**src/rtl/offset_search.sv**
```systemverilog
// Sampling-phase search controller: sweeps all OS offsets, measures BER per offset, locks the best one.
// Optional build macro OFFSET_SEARCH_TRACK_EN enables continuous BER tracking and re-search while locked.
module offset_search #(
    parameter int OS           = 4,
    parameter int NB_OFFSET    = 2,
    parameter int NB_COUNT     = 64,
    parameter int SETTLE_SYMS  = 16,
    parameter int MEAS_SYMS    = 511,
    parameter int TRACK_THRESH = 8
) (
    input  logic                 clock,
    input  logic                 i_reset,
    input  logic                 i_valid,
    input  logic                 i_enable,
    input  logic                 i_start,
    input  logic [NB_COUNT-1:0]  i_errors,
    output logic [NB_OFFSET-1:0] o_offset,
    output logic                 o_ber_clear,
    output logic                 o_ber_enable,
    output logic [NB_COUNT-1:0]  o_best_errors,
    output logic                 o_locked,
    output logic                 o_busy
);

    typedef enum logic [2:0] {
        ST_IDLE    = 3'd0,
        ST_CLEAR   = 3'd1,
        ST_SETTLE  = 3'd2,
        ST_MEASURE = 3'd3,
        ST_COMPARE = 3'd4,
        ST_NEXT    = 3'd5,
        ST_LOCK    = 3'd6
    } state_t;

    localparam int CNT_SPAN = (MEAS_SYMS > SETTLE_SYMS) ? MEAS_SYMS : SETTLE_SYMS;
    localparam int CNT_W    = $clog2(CNT_SPAN + 1);

    localparam logic [CNT_W-1:0]     SETTLE_LAST = CNT_W'(SETTLE_SYMS - 1);
    localparam logic [CNT_W-1:0]     MEAS_LAST   = CNT_W'(MEAS_SYMS - 1);
    localparam logic [NB_OFFSET-1:0] TRIAL_LAST  = NB_OFFSET'(OS - 1);

    state_t                state_r;
    logic [CNT_W-1:0]      sym_cnt_r;
    logic [NB_OFFSET-1:0]  trial_r;
    logic [NB_OFFSET-1:0]  best_offset_r;
    logic [NB_COUNT-1:0]   best_errors_r;

`ifdef OFFSET_SEARCH_TRACK_EN
    localparam logic [NB_COUNT-1:0] TRACK_LIMIT = NB_COUNT'(TRACK_THRESH);
    logic                  track_check_r;
`else
    logic [NB_COUNT-1:0]   unused_track_thresh_s;
    assign unused_track_thresh_s = NB_COUNT'(TRACK_THRESH);
`endif

    // Window counter never wraps; it sticks at its maximum.
    function automatic logic [CNT_W-1:0] sat_inc(input logic [CNT_W-1:0] value);
        if (value == {CNT_W{1'b1}}) begin
            sat_inc = value;
        end else begin
            sat_inc = value + CNT_W'(1);
        end
    endfunction

    // Search FSM with all outputs registered.
    always_ff @(posedge clock or negedge i_reset) begin
        if (!i_reset) begin
            state_r       <= ST_IDLE;
            sym_cnt_r     <= '0;
            trial_r       <= '0;
            best_offset_r <= '0;
            best_errors_r <= '0;
            o_offset      <= '0;
            o_ber_clear   <= 1'b0;
            o_ber_enable  <= 1'b0;
            o_best_errors <= '0;
            o_locked      <= 1'b0;
            o_busy        <= 1'b0;
`ifdef OFFSET_SEARCH_TRACK_EN
            track_check_r <= 1'b0;
`endif
        end else if (!i_enable) begin
            // Offset and best error count deliberately hold across a disable.
            state_r      <= ST_IDLE;
            sym_cnt_r    <= '0;
            o_ber_clear  <= 1'b0;
            o_ber_enable <= 1'b0;
            o_locked     <= 1'b0;
            o_busy       <= 1'b0;
`ifdef OFFSET_SEARCH_TRACK_EN
            track_check_r <= 1'b0;
`endif
        end else begin
            case (state_r)
                ST_IDLE: begin
                    o_ber_clear  <= 1'b0;
                    o_ber_enable <= 1'b0;
                    o_locked     <= 1'b0;
                    if (i_start) begin
                        trial_r       <= '0;
                        best_errors_r <= '1;
                        best_offset_r <= '0;
                        sym_cnt_r     <= '0;
                        o_offset      <= '0;
                        o_ber_clear   <= 1'b1;
                        o_busy        <= 1'b1;
                        state_r       <= ST_CLEAR;
                    end else begin
                        o_busy  <= 1'b0;
                        state_r <= ST_IDLE;
                    end
                end
                ST_CLEAR: begin
                    o_ber_clear <= 1'b0;
                    sym_cnt_r   <= '0;
                    if (SETTLE_SYMS == 0) begin
                        o_ber_enable <= 1'b1;
                        state_r      <= ST_MEASURE;
                    end else begin
                        state_r <= ST_SETTLE;
                    end
                end
                ST_SETTLE: begin
                    if (i_valid && (sym_cnt_r == SETTLE_LAST)) begin
                        sym_cnt_r    <= '0;
                        o_ber_enable <= 1'b1;
                        state_r      <= ST_MEASURE;
                    end else if (i_valid) begin
                        sym_cnt_r <= sat_inc(sym_cnt_r);
                    end else begin
                        sym_cnt_r <= sym_cnt_r;
                    end
                end
                ST_MEASURE: begin
                    if (i_valid && (sym_cnt_r == MEAS_LAST)) begin
                        sym_cnt_r    <= '0;
                        o_ber_enable <= 1'b0;
                        state_r      <= ST_COMPARE;
                    end else if (i_valid) begin
                        sym_cnt_r <= sat_inc(sym_cnt_r);
                    end else begin
                        sym_cnt_r <= sym_cnt_r;
                    end
                end
                ST_COMPARE: begin
                    // Strict compare: on a tie the earlier (lower) offset wins.
                    if (i_errors < best_errors_r) begin
                        best_errors_r <= i_errors;
                        best_offset_r <= trial_r;
                    end else begin
                        best_errors_r <= best_errors_r;
                    end
                    state_r <= ST_NEXT;
                end
                ST_NEXT: begin
                    o_ber_clear <= 1'b1;
                    sym_cnt_r   <= '0;
                    if (trial_r == TRIAL_LAST) begin
                        o_offset      <= best_offset_r;
                        o_best_errors <= best_errors_r;
                        o_ber_enable  <= 1'b1;
                        o_locked      <= 1'b1;
                        o_busy        <= 1'b0;
                        state_r       <= ST_LOCK;
                    end else begin
                        trial_r  <= trial_r + NB_OFFSET'(1);
                        o_offset <= trial_r + NB_OFFSET'(1);
                        state_r  <= ST_CLEAR;
                    end
                end
                ST_LOCK: begin
                    o_ber_clear <= 1'b0;
`ifdef OFFSET_SEARCH_TRACK_EN
                    if (track_check_r) begin
                        track_check_r <= 1'b0;
                        if (i_errors > TRACK_LIMIT) begin
                            trial_r       <= '0;
                            best_errors_r <= '1;
                            best_offset_r <= '0;
                            o_offset      <= '0;
                            o_ber_clear   <= 1'b1;
                            o_ber_enable  <= 1'b0;
                            o_locked      <= 1'b0;
                            o_busy        <= 1'b1;
                            state_r       <= ST_CLEAR;
                        end else begin
                            // Start the next tracking window from a clean count.
                            o_ber_clear <= 1'b1;
                        end
                    end else if (i_valid && (sym_cnt_r == MEAS_LAST)) begin
                        sym_cnt_r     <= '0;
                        track_check_r <= 1'b1;
                    end else if (i_valid) begin
                        sym_cnt_r <= sat_inc(sym_cnt_r);
                    end else begin
                        sym_cnt_r <= sym_cnt_r;
                    end
`else
                    state_r <= ST_LOCK;
`endif
                end
                default: begin
                    state_r      <= ST_IDLE;
                    o_ber_clear  <= 1'b0;
                    o_ber_enable <= 1'b0;
                    o_locked     <= 1'b0;
                    o_busy       <= 1'b0;
                end
            endcase
        end
    end

endmodule

```
**config.mk**
```make
export PLATFORM = sky130hd
export DESIGN_NAME = offset_search
export DESIGN_NICKNAME = d
export VERILOG_FILES = /design/src/rtl/offset_search.sv
export SDC_FILE = /design/constraint.sdc
export NUM_CORES = 1
export LEC_CHECK = 0
export CAP_MARGIN = 40
export CORE_ASPECT_RATIO = 1.25
export CORE_MARGIN = 2
export CORE_UTILIZATION = 59
export CTS_CLUSTER_SIZE = 30
export DETAILED_ROUTE_END_ITERATION = 10
export PLACE_DENSITY = 0.89
export REMOVE_ABC_BUFFERS = 1
export SLEW_MARGIN = 15
export SYNTH_ARGS = -nofsm -noshare
export SYNTH_HDL_FRONTEND = slang
export SYNTH_SLANG_ARGS = --single-unit
```
**constraint.sdc**
```tcl
create_clock -name clock -period 4.9 [get_ports clock]
set_input_delay 0.735 -clock clock [delete_from_list [all_inputs] [get_ports clock]]
set_output_delay 0.735 -clock clock [all_outputs]
set_load 0.01 [all_outputs]
```
* Word-level counts from Yosys, hierarchy flattened
Cells that the tools add are included.
W data, S select, Z words.
** Word-level totals
- Flip-flop bits (word level) :: 150
- Logic and storage cells :: 88
- Bits of input ports :: 69
- Output and inout bits :: 70
** Cells by class
- Magnitude comparators :: 1
- Equality and inequality tests :: 21
- Reductions and logical operators :: 17
- Multiplexer cells :: 36
- $add $sub $neg :: 2
** Operators with widths (number)
- $mux W64 :: 2
- $pmux W64 S2 :: 1
- $lt A64 B64 Y1 :: 1
- $mux W9 :: 6
- $pmux W9 S4 :: 1
- $pmux W3 S7 :: 1
- $eq A9 B9 Y1 const B :: 2
- $mux W3 :: 4
- $ne A2 B2 Y1 const B :: 6
- $ne A3 B3 Y1 const B :: 4
- $pmux W2 S2 :: 3
- $reduce_and A4 Y1 :: 3
- $mux W1 :: 10
- $add A9 B1 Y9 const B :: 1
- $eq A3 B3 Y1 const B :: 3
- $eq A9 B4 Y1 const B :: 1
- $mux W2 :: 4
- $eq A3 B2 Y1 const B :: 2
- $pmux W1 S3 :: 2
- $reduce_and A2 Y1 :: 3
- $reduce_and A3 Y1 :: 2
- $reduce_or A3 Y1 :: 2
- $ne A5 B2 Y1 const B :: 1
- $reduce_or A5 Y1 :: 1
- 9 further kinds :: 11

* Logic depth before layout (Yosys ltp)
Gate-level depths: netlist of run 1.
- Depth in word-level cells :: 6
- Gate-level depth with buffers :: 12
- Mapped depth without buffers :: 9

* Worst setup path after synthesis of run 1
No wires, ideal clock.
- Kind :: input -> register
- From :: in i_errors[25]
- To :: reg best_errors_r[34]
- Stages :: 11
- Library setup time :: 0.086 ns
- Setup slack :: 2.105 ns
- Arrival time :: 2.709 ns
- Buffers on the path :: 3
- Cells stage by stage :: ha_1 -> a21oi_1 -> o21ai_1 -> a221o_1 -> a22o_1 -> a41o_1 -> buf_2 -> buf_6 -> buf_2 -> a32o_1 -> nor3_1
** On the way
- Word-level cells in the longest chain between the ends :: 3
** RTL lines
- start: declaration :: line 16 : input logic [NB_COUNT-1:0] i_errors,
- $lt A64 B64 Y1 :: line 147 : if (i_errors < best_errors_r) begin
- $ne A2 B2 Y1 (no source line)
- $reduce_and A4 Y1 (no source line)
- end signal: assignment :: line 148 : best_errors_r <= i_errors;
- end signal: assignment :: line 151 : best_errors_r <= best_errors_r;
- end: declaration :: line 46 : logic [NB_COUNT-1:0] best_errors_r;
Every way passes these cells.
A chain may end at the register's enable or synchronous reset.

* Final worst setup path of run 1
- From :: in i_errors[62]
- To :: reg best_errors_r[46]
Same word-level chain as after synthesis.

==> flow_metrics.tcl, run 1 <==
set metrics [dict create \
    status "completed" \
    drtIter0Drc 930 \
    path_clk_slew_ps 60 \
    multiInputGateArea_um2 4560 \
    start_util_pct 59.9 \
    worstPathRequired_ps 5230 \
    antenna_found_initial 1 \
    postSynthCellCount 1028 \
    cts_max_path_buffers 2 \
    routed_wl_mm 23.9 \
    synth.top_cell.area_share_pct 42.1 \
    grt_use_met1_pct 37.9 \
    top_usage_layer "met2" \
    dp_hpwl_mm 15.1 \
    register_area_um2 3750 \
    ant_nets 0 \
    end_kind "flop" \
    cp_top_family "buffers and inverters" \
    stdcell_area_um2 11000 \
    nNetsFinal 1251 \
    synthArstFlopShare_pct 100 \
    synth.distinct_cells 51 \
    cts_resized 0 \
    crit_fanout 67 \
    ir_drop_v 0.000163 \
    antenna_cells 0 \
    power_frac_seq_pct 42.2 \
    fin_setup_tns_ps 0 \
    die_y_um 142 \
    intPower_w 0.00235 \
    worstPathCellList "clkdlybuf4s50_1, ha_1, nand4_1, nor4_1, nand2_1, nand3_2, buf_4, nand3b_1, buf_4, nor3_1, nor3_1" \
    critPathSlowestCell "buf_4" \
    switching_share_pct 26.1 \
    postCtsSetupBuffers 0 \
    dieArea_um2 16100 \
    die_w_um 114 \
    worstSkewPairLatency_ps 430 \
    path_class "in2reg" \
    drcViolationCount 0 \
    final_common_cell "nor3_1" \
    rows 50 \
    drive_above_1_share_pct 5.31 \
    grt_use_met2_pct 49.3 \
    slew_violations 0 \
    p_switching_w 0.000830 \
    worst-path-buf-inv 3 \
    cts_max_level 4 \
    cts_root_buf "clkbuf_16" \
    grt_usage_pct 29.7 \
    hold_buffers 0 \
    ioPinCount 139 \
    slew_headroom_pct 42.8 \
    avgSynthCellArea_um2 8.68 \
    worst_slew_pin_slew_ps 857 \
    fmax_ghz 0.261 \
    place_area_um2 10300 \
    syn_area_um2 8920 \
    grt_pass1_wl_mm 38.6 \
    n_fill_cell 1045 \
    ys_seq_area_share_pct 42.1 \
    wl_per_cell_um 18.3 \
    synth_edf_count 0 \
    setup_viol 0 \
    ys_ff_latch 150 \
    grt_pass1_vias 7754 \
    synthFlopType "dfrtp_1" \
    gr-usage-met3_pct 6.54 \
    start_kind "input port" \
    vias 8446 \
    cts_tree "done" \
    cts_made_buffers 17 \
    fin_crit_ps 3840 \
    firstDrtPassIters 5 \
    final_cell_mix "nor3_1, dfrtp_1, clkdlybuf4s50_1, nand2_1, o21ai_0" \
    hp-class "in2async" \
    critPathMaxStageDelay_ps 620 \
    rsz0062_at_grt "no" \
    finalHoldViolations 0 \
    synth_warnings 0 \
    netlist_top_cells_area "dfrtp_1, nor3_1, ha_1, a32o_1, o21ai_0" \
    portBuffers 138 \
    grt-ovfl-total 0 \
    clockPowerShare_pct 42.5 \
    leakage_nw 4.84 \
    core-area_um2 14900 \
    cts.sinks 150 \
    fin_crit_sh_pct 78.3 \
    globalplace.congestion 0.872 \
    grt_max_degree 87 \
    drv_cap 0 \
    fin_skew_ps 7.68 \
    syn_to_final_growth_pct 22.7 \
    synth_area_leader_cell "dfrtp_1" \
    cp.arrival_ps 4170 \
    viasPerCell 6.44 \
    cellPowerDensity_nw_per_um2 291 \
    combPwrFrac_pct 15.3 \
]
power groups by stage:
stage          Sequential, W  Combinational, W  Clock [W]
4_1_cts              0.00134          0.000484    0.00136
5_1_grt              0.00135          0.000540    0.00141
6_report             0.00134          0.000488    0.00135
3_3_place_gp         0.00136          0.000462          0
2_1_floorplan        0.00136          0.000282          0
3_5_place_dp         0.00137          0.000477          0
area by class of cell:
type	count	area share (%)
multi-input combinational	720	41.6
sequential	150	34.3
timing repair buffer	152	13.8
clock buffer	26	4.83
inverter	75	2.57
tap	182	2.08
clock inverter	6	0.800
cells in the mapped netlist (5+ instances only):
cell	instances
dfrtp_1	150
nor2_1	21
and4_1	6
inv_1	75
a21oi_1	31
o21ai_0	78
nand2_1	101
nor3_1	259
buf_1	5
and3_1	9
a211oi_1	5
ha_1	66
a32o_1	64
nand3_1	9
nand2b_1	5
buf_2	10
buf_6	6
clkbuf_1	62
nand4_1	9
cells by family after synthesis:
group	Yosys count	share of synthesized area, %
multiplexers	3	0.378
buffers and inverters	158	7.29
flip-flops	150	42.1
AO/OA/AOI/OAI	213	17.1
AND/OR/NAND/NOR	433	23.5
XOR/XNOR	5	0.491
adder cells (fa/ha/maj)	66	9.25
worst paths after layout:
check | start | end | slack, ps | cells after the start
min in group clock | o_best_errors[45] | o_best_errors[45] | 480 | 2
setup / recovery | i_errors[62] | best_errors_r[46] | 1060 | 11
hold reg to reg | o_best_errors[45] | o_best_errors[45] | 480 | 2
setup reg to reg | best_errors_r[62] | best_errors_r[46] | 1450 | 11
hold / removal | i_reset | best_errors_r[0] | 320 | 1
max in group asynchronous | i_reset | o_offset[1] | 3530 | 2
through the flow:
step	hold WS (ps)	total power, W	std cells	worst slack [ps]	utilization [%]
after floorplan	439	0.00164	945	-207	-
after global placement	459	0.00182	1278	908	69.3
after detailed placement	469	0.00184	1279	716	69.4
after CTS	342	0.00318	1311	1110	73.6
after global routing	379	0.00330	1311	843	73.6
final	325	0.00318	1311	1060	73.6
sequential cells by signal, indices dropped and copies added, names as in the netlist:
register / flops
o_busy: 1
best_offset_r: 2
o_best_errors: 64
best_errors_r: 64
trial_r: 2
state_r: 3
o_ber_enable: 1
o_offset: 2
o_locked: 1
sym_cnt_r: 9
o_ber_clear: 1
routing by layer:
layer	part of all wire (%)	vias up
met2	50	424
met1	39	4029
met4	2.7	0
li1	-	3929
met3	8.4	64
met5	0	-
Note: power is estimated with default switching activity, not from simulation.
==> run 2, diff against run 1 <==
- CORE_UTILIZATION: 59 -> 55
- PLACE_DENSITY: 0.89 -> 0.84
- clock period: 4.9 -> 3.61 ns (I/O delays scaled with it)
==> run 2 against run 1 <==
Effect of this change: first-iteration DRC count shrank 8.6%; non-clock buffer count grew 6; sequential share of layout area shrank 0.50 points; critical path depth shrank 1; register-to-register slack lost 610 ps; total power grew 35%; highest routed layer unchanged; largest power group is now registers.
==> flow_metrics.tcl, run 2 (synthesized netlist as in run 1, its figures left out) <==
set metrics [dict create \
    fmax_ghz 0.341 \
    drtIter0Drc 850 \
    globalplace.congestion 0.909 \
    cp.arrival_ps 3260 \
    cts_max_path_buffers 2 \
    fin_crit_sh_pct 81.3 \
    vias 8300 \
    cts_resized 0 \
    leakage_nw 4.89 \
    end_kind "flop" \
    ff2ff_path_depth 10 \
    grt_pass1_wl_mm 38.2 \
    nNetsFinal 1257 \
    antenna_found_initial 0 \
    grt_pass1_vias 7770 \
    drive_above_1_share_pct 5.73 \
    final_cell_mix "nor3_1, dfrtp_1, clkdlybuf4s50_1, nand2_1, o21ai_0" \
    worstSkewPairLatency_ps 420 \
    critPathMaxStageDelay_ps 450 \
    routed_wl_mm 23.2 \
    drv_cap 0 \
    worst-r2r-setup-slack_ps 840 \
    rsz0062_at_grt "no" \
    status "completed" \
    antenna_cells 0 \
    hp-start "o_best_errors[33]" \
    stdcell_count 1351 \
    crit_fanout 49 \
    grt-ovfl-total 0 \
    cts_made_buffers 17 \
    finalHoldViolations 0 \
    r2r_end "best_errors_r[22]" \
    cts.sinks 150 \
    reg2reg_from "best_errors_r[62]" \
    worstPathRequired_ps 3940 \
    dp_hpwl_mm 14.8 \
    slew_violations 0 \
    worstPathCellList "clkdlybuf4s50_1, ha_1, a21oi_1, nand2_1, a2111oi_2, nand3_2, or2_2, buf_12, a32o_1, nor3_1" \
    critPathSlowestCell "clkdlybuf4s50_1" \
    cellPowerDensity_nw_per_um2 387 \
    path_clk_slew_ps 60 \
    wl_per_cell_um 17.2 \
    post-place-ws_ps 275 \
    portBuffers 138 \
    start_util_pct 55.5 \
    setup_slack_ps 675 \
    grt_usage_pct 27.0 \
    viasPerCell 6.14 \
    fin_skew_ps 7.84 \
    n_fill_cell 1265 \
    drcViolationCount 0 \
    final_common_cell "nor3_1" \
    core-area_um2 16100 \
    ant_nets 0 \
    min_path_cells 2 \
    top_regs "best_errors_r: 64 flops, o_best_errors: 64 flops, sym_cnt_r: 9 flops" \
    die_y_um 146 \
    cts_tree "done" \
    syn_to_final_growth_pct 24.5 \
    firstDrtPassIters 8 \
    cts_root_buf "clkbuf_16" \
    cts_max_level 4 \
    fin_crit_ps 2930 \
    whs_endpoint "o_best_errors[33]" \
    crit_path_start "i_errors[62]" \
    hp-class "reg2reg" \
    ir_drop_v 0.000320 \
    rows 52 \
    grt_max_degree 89 \
    start_kind "input port" \
    slew_headroom_pct 45.8 \
    dieArea_um2 17300 \
    path_class "in2reg" \
    die_w_um 118 \
    ioPinCount 139 \
    worst_slew_pin_slew_ps 813 \
    place_inst 1317 \
    setup_viol 0 \
]
==> run 2: through the flow <==
stage	util (%)	cell area, um^2	power, W	setup TNS, ps	hold slack [ps]
2_1_floorplan	-	8560	0.00223	-72890	246
3_3_place_gp	65.2	10500	0.00248	0	459
3_5_place_dp	65.2	10500	0.00251	0	469
4_1_cts	68.9	11100	0.00430	0	230
5_1_grt	69.2	11100	0.00446	0	502
6_report	69.2	11100	0.00430	0	477
==> run 2: repair_timing <==
action / CTS / global route
hold buffers: 0 / 1
setup buffers: 0 / 0
hold endpoints to repair: 0 / 19
==> run 2: power breakdown <==
group | leakage, nW | internal, W | switching, W
combinational | 2.82 | 0.000290 | 0.000377
sequential | 1.77 | 0.00177 | 0.0000577
clock | 0.299 | 0.00113 | 0.000681
==> run 2: routing by layer <==
metal  vias to the layer above  part of all wire [%]  routed length [um]  GRT usage (%)
met3                        45                   6.7                1570           4.57
met4                         0                   2.3                 537           10.1
met5                         -                     0                   0              0
met1                      3971                    42                9740           35.9
li1                       3938                     -                   -              -
met2                       346                    49               11400           44.7
==> run 2: worst max-delay path by stage <==
stage                     slack (ps)           endpoint  depth (start not counted)
final                            680  best_errors_r[22]                         10
after global routing             460  best_errors_r[41]                         10
after CTS                        700  best_errors_r[32]                         10
after detailed placement         280  best_errors_r[59]                         10
after global placement           350  best_errors_r[34]                         10
after floorplan                -1300   best_offset_r[0]                          8
==> run 2: critical path, delay by kind of cell <==
family	cells	cell delay [ps]
AOI/OAI and AO/OA	3	850
and+or+nand+nor	4	840
adders and majority gates	1	350
buffers and inverters	2	670
==> run 2: area by class of cell <==
cell class / instances / area [um^2] / share of cell area (%)
Clock buffer: 25 / 515 / 4.64
Inverter: 75 / 282 / 2.53
Sequential cell: 150 / 3750 / 33.8
Tap cell: 216 / 270 / 2.43
Multi-Input combinational cell: 720 / 4560 / 41.0
Timing Repair Buffer: 158 / 1640 / 14.8
Clock inverter: 7 / 91.3 / 0.822
==> patch 1: new RTL, flow settings as in run 2 <==
Make the reset (`i_reset`) synchronous in one clocked block.
--- a/src/rtl/offset_search.sv
+++ b/src/rtl/offset_search.sv
@@ -64,5 +64,5 @@
 
     // Search FSM with all outputs registered.
-    always_ff @(posedge clock or negedge i_reset) begin
+    always_ff @(posedge clock) begin
         if (!i_reset) begin
             state_r       <= ST_IDLE;
Function: differs if i_reset is asserted again (counterexample within 4 cycles, from zero or initial values and one cycle with i_reset low); with i_reset held inactive, the same outputs for 10 cycles.
==> patch 1 against run 2 <==
- design area is 16% lower
- wire length is 25% lower
- setup slack better by 0.098 ns
- area after synthesis is 20% lower
- sequential cell count stayed put
- power is 5.3% lower
- first-iteration DRC count is 65% lower
- clock skew hardly changed
==> patch 1: results (changes against run 2) <==
INFO  grt            grt_first_pass_wirelength=28,800µm [was 38,200 µm]
INFO  critical_path  rr_startpoint=best_errors_r[46]$_SDFFE_PN0P_ [was best_errors_r[62]$_DFFE_PN0P_]
INFO  detailed_routing dr.pass1.iters=6 [was 8]
INFO  critical_path  worstSetupStartpoint=i_errors[46] [was i_errors[62]]
INFO  critical_path  slowest_delay=0.43ns [was 0.45 ns]
INFO  synth          synth_cell_types=45 [was 51]
INFO  synth          synthArstFlopShare=0 [was 1.00]
INFO  critical_path  timing.reg2reg.setup_slack=0.96ns [was 0.84 ns]
INFO  timing         clock-skew-final=0.00784ns [about the same]
INFO  layout         layout.filler_cells=984 [was 1,265]
INFO  grt            fraction_of_met3_tracks_used_by_global_routing=0.0541 [was 0.0457]
INFO  synth          synthTopCellsByCount=sky130_fd_sc_hd__dfxtp_1, sky130_fd_sc_hd__nand2_1, sky130_fd_sc_hd__inv_1 [was sky130_fd_sc_hd__nor3_1, sky130_fd_sc_hd__dfrtp_1, sky130_fd_sc_hd__nand2_1]
INFO  synth          synth.area.top_cells=sky130_fd_sc_hd__dfxtp_1, sky130_fd_sc_hd__ha_1, sky130_fd_sc_hd__nand2_1, sky130_fd_sc_hd__o221a_2, sky130_fd_sc_hd__a21boi_0 [was sky130_fd_sc_hd__dfrtp_1, sky130_fd_sc_hd__nor3_1, sky130_fd_sc_hd__ha_1, sky130_fd_sc_hd__a32o_1, sky130_fd_sc_hd__o21ai_0]
INFO  critical_path  timing.critical_path.to=best_errors_r[45]$_SDFFE_PN0P_ [was best_errors_r[22]$_DFFE_PN0P_]
INFO  detailed_routing drt_first_iter_violations=296 [was 850]
INFO  synth          synth_seq_area_share=0.419 [was 0.421]
INFO  layout         fin_nets=1,050 [was 1,257]
INFO  grt            first_global_vias=6,009 [was 7,770]
INFO  layout         drive_gt1_frac=0.103 [was 0.0573]
INFO  place          post_dp_cell_area=8670µm² [was 10,500 µm²]
INFO  critical_path  reg2regPathDepth=11 [was 10]
INFO  synth          postSynth.topFlopCell=sky130_fd_sc_hd__dfxtp_1 [was sky130_fd_sc_hd__dfrtp_1]
INFO  layout         finish.cell_count_without_fillers=1,096 [was 1,351]
INFO  grt            use_met1=0.316 [was 0.359]
INFO  grt            met2_usage_in_global_routing=0.436 [was 0.447]
INFO  run_status     status=complete, no violations [unchanged]
INFO  detailed_routing detailroute.via_count=6,208 [was 8,300]
INFO  grt            groute.usage.overall=0.253 [was 0.270]
INFO  power_and_ir_drop netSwitchingFraction=0.238 [was 0.259]
INFO  detailed_routing drt-wirelength-per-cell=15.9µm [was 17.2 µm]
INFO  place          routabilityCongestion=0.845 [was 0.909]
-- patch 1: how the worst min path moves through the flow --
stage / cells past startpoint / slack [ns] / endpoint / startpoint
6_report: 2 / 0.46 / o_best_errors[13]$_SDFFE_PN0P_ / o_best_errors[13]$_SDFFE_PN0P_
5_1_grt: 2 / 0.48 / o_best_errors[13]$_SDFFE_PN0P_ / o_best_errors[13]$_SDFFE_PN0P_
4_1_cts: 2 / 0.46 / o_best_errors[47]$_SDFFE_PN0P_ / o_best_errors[47]$_SDFFE_PN0P_
3_5_place_dp: 2 / 0.46 / o_best_errors[47]$_SDFFE_PN0P_ / o_best_errors[47]$_SDFFE_PN0P_
3_3_place_gp: 2 / 0.45 / o_best_errors[12]$_SDFFE_PN0P_ / o_best_errors[12]$_SDFFE_PN0P_
2_1_floorplan: 2 / 0.45 / best_offset_r[1]$_SDFFE_PN0P_ / best_offset_r[1]$_SDFFE_PN0P_
-- patch 1: logic make-up (layout without fill, tap and decap cells) --
family / Yosys count / count (layout) / share of synthesized area
buf+inv: 116 / 249 / 0.0670
compound gates: 216 / 216 / 0.242
xor+xnor: 5 / 5 / 0.00611
flops: 150 / 150 / 0.419
simple gates: 238 / 238 / 0.146
mux: 4 / 4 / 0.00558
fa+ha+maj: 66 / 66 / 0.115
-- patch 1: cell type report --
class,count,share of cell area
clock buffer,17,0.0458
clock inverter,15,0.0219
inverter,69,0.0279
multi-input combinational,529,0.398
sequential,150,0.323
tap,168,0.0226
timing repair buffer,148,0.160
-- patch 1: power groups by stage --
| stage | Clock (W) | Sequential, W | Combinational, W |
|---|---|---|---|
| floorplan | 0 | 0.00178 | 0.000241 |
| global placement | 0 | 0.00179 | 0.000407 |
| detailed placement | 0 | 0.00179 | 0.000420 |
| CTS | 0.00191 | 0.00176 | 0.000431 |
| global route | 0.00198 | 0.00177 | 0.000481 |
| finish | 0.00188 | 0.00176 | 0.000430 |
-- patch 1: routing by layer --
layer	routed length, µm	vias up
met5	0	-
met4	316	0
met3	961	35
met2	8430	171
met1	7670	2935
li1	-	3067
-- patch 1: stage by stage --
stage          setup TNS [ns]  hold WS, ns  setup slack (ns)
6_report                    0        0.459             0.773
5_1_grt                     0        0.478             0.664
4_1_cts                     0        0.464             0.769
3_5_place_dp                0        0.455             0.400
3_3_place_gp                0        0.449             0.448
2_1_floorplan          -11.68        0.452            -0.187
-- patch 1: tightest hold or removal path: cells and delay by family, from the launching register on --
family             cells  cell delay (ns)
AOI/OAI and AO/OA      1             0.06
DFF                    1             0.31
and+or+nand+nor        1             0.04
==> patch 2: new RTL, settings of run 2 <==
Made on the original files. Set the parameter `SETTLE_SYMS` to 64 (it was 16).
--- a/src/rtl/offset_search.sv
+++ b/src/rtl/offset_search.sv
@@ -5,5 +5,5 @@
     parameter int NB_OFFSET    = 2,
     parameter int NB_COUNT     = 64,
-    parameter int SETTLE_SYMS  = 16,
+    parameter int SETTLE_SYMS  = 64,
     parameter int MEAS_SYMS    = 511,
     parameter int TRACK_THRESH = 8
Function: no difference found for any inputs over 10 cycles, from zero or initial values and one cycle with i_reset low; that may be too few to reach the edited logic, so the function may still have changed.
==> patch 2 against run 2 <==
- setup slack got worse by 0.097 ns
- non-clock buffer count rose by 3
- power rose by 2.4%
- design area rose by 1.3%
- cell count rose by 0.89%
- wire length rose by 4.9%
- sequential cell count did not move
- combinational power rose by 0.9%
- area after synthesis rose by 0.98%
- clock power rose by 6%
- critical endpoint is now best_errors_r[5]$_DFFE_PN0P_
- highest routed layer unchanged
==> patch 2: results (changes against run 2) <==
INFO  run_status     status=complete, no violations [unchanged]
INFO  synth          muxShareOfSynthArea=0.00375 [was 0.00379]
INFO  place          post_dp_cell_area=10,600µm² [was 10,500 µm²]
INFO  timing         slew-limit-headroom=0.437 [was 0.458]
INFO  detailed_routing dr.pass1.iters=5 [was 8]
INFO  grt            fraction_of_met3_tracks_used_by_global_routing=0.0648 [was 0.0457]
INFO  layout         area_used_by_multi_input_combinational_logic=4640µm² [was 4560 µm²]
INFO  layout         fin_nets=1,269 [was 1,257]
INFO  synth          post_synth.cell_area_avg=8.67µm² [was 8.68 µm²]
INFO  layout         finish.cell_count_without_fillers=1,363 [was 1,351]
INFO  layout         drive_gt1_frac=0.0750 [was 0.0573]
INFO  critical_path  critical_path.max_fanout=29 [was 49]
INFO  timing         finalHoldWorstSlack=0.122ns [was 0.477 ns]
INFO  place          dpl_worst_slack=0.254ns [was 0.275 ns]
INFO  critical_path  worst_path_dominant_cell_family=simple AND/OR/NAND/NOR gates [was compound AO/OA/AOI/OAI gates]
INFO  power_and_ir_drop power.combinational.fraction=0.153 [was 0.155]
INFO  synth          synth_seq_area_share=0.416 [was 0.421]
INFO  layout         layout.filler_cells=1,258 [was 1,265]
INFO  synth          synth_cell_types=53 [was 51]
INFO  critical_path  rr_startpoint=best_errors_r[43]$_DFFE_PN0P_ [was best_errors_r[62]$_DFFE_PN0P_]
INFO  timing         clock-skew-final=0.00871ns [was 0.00784 ns]
INFO  power_and_ir_drop power_frac_seq=0.413 [was 0.424]
INFO  power_and_ir_drop power_leakage=4.89nW [about the same]
INFO  synth          synthXorXnorAreaFrac=0.00194 [was 0.00491]
INFO  critical_path  cp_slowest_cell=sky130_fd_sc_hd__nor4_1 [was sky130_fd_sc_hd__clkdlybuf4s50_1]
INFO  synth          synth.area.top_cells=sky130_fd_sc_hd__dfrtp_1, sky130_fd_sc_hd__nor3_1, sky130_fd_sc_hd__ha_1, sky130_fd_sc_hd__a32o_1, sky130_fd_sc_hd__o21ai_0 [unchanged]
INFO  power_and_ir_drop power.density=391nW/µm² [was 387 nW/µm²]
INFO  detailed_routing totalWireLength=24,400µm [was 23,200 µm]
INFO  grt            largest_net_degree_at_the_start_of_global_routing=129 [was 89]
INFO  clocking       worstSkewPairLatency=0.44ns [was 0.42 ns]
INFO  synth          fraction_of_the_mapped_netlist_area_in_compound_gates=0.170 [was 0.171]
INFO  grt            first_global_vias=8,126 [was 7,770]
INFO  place          post-dp-hpwl=15,300µm [was 14,800 µm]
INFO  detailed_routing drt_first_iter_violations=898 [was 850]
INFO  critical_path  worst-endpoint-arrival=3.38ns [was 3.26 ns]
## patch 2: how the worst max path moves through the flow
stage / startpoint / to / slack [ns]
global route: i_errors[46] / best_errors_r[5]$_DFFE_PN0P_ / 0.40
detailed placement: i_errors[46] / best_errors_r[63]$_DFFE_PN0P_ / 0.25
finish: i_errors[46] / best_errors_r[5]$_DFFE_PN0P_ / 0.58
global placement: i_errors[43] / best_errors_r[42]$_DFFE_PN0P_ / 0.31
floorplan: i_errors[55] / best_offset_r[0]$_DFFE_PN0P_ / -1.09
CTS: i_errors[6] / best_errors_r[63]$_DFFE_PN0P_ / 0.67
## patch 2: layout make-up
type                       count  share of cell area
multi-input combinational    730               0.412
clock buffer                  20              0.0406
clock inverter                12              0.0156
sequential                   150               0.333
inverter                      74              0.0247
timing repair buffer         161               0.149
tap                          216              0.0240
## patch 2: layer usage
metal | wire (µm) | up-vias
li1 | - | 3973
met1 | 10100 | 4112
met2 | 11800 | 365
met3 | 1720 | 66
met4 | 727 | 0
met5 | 0 | -
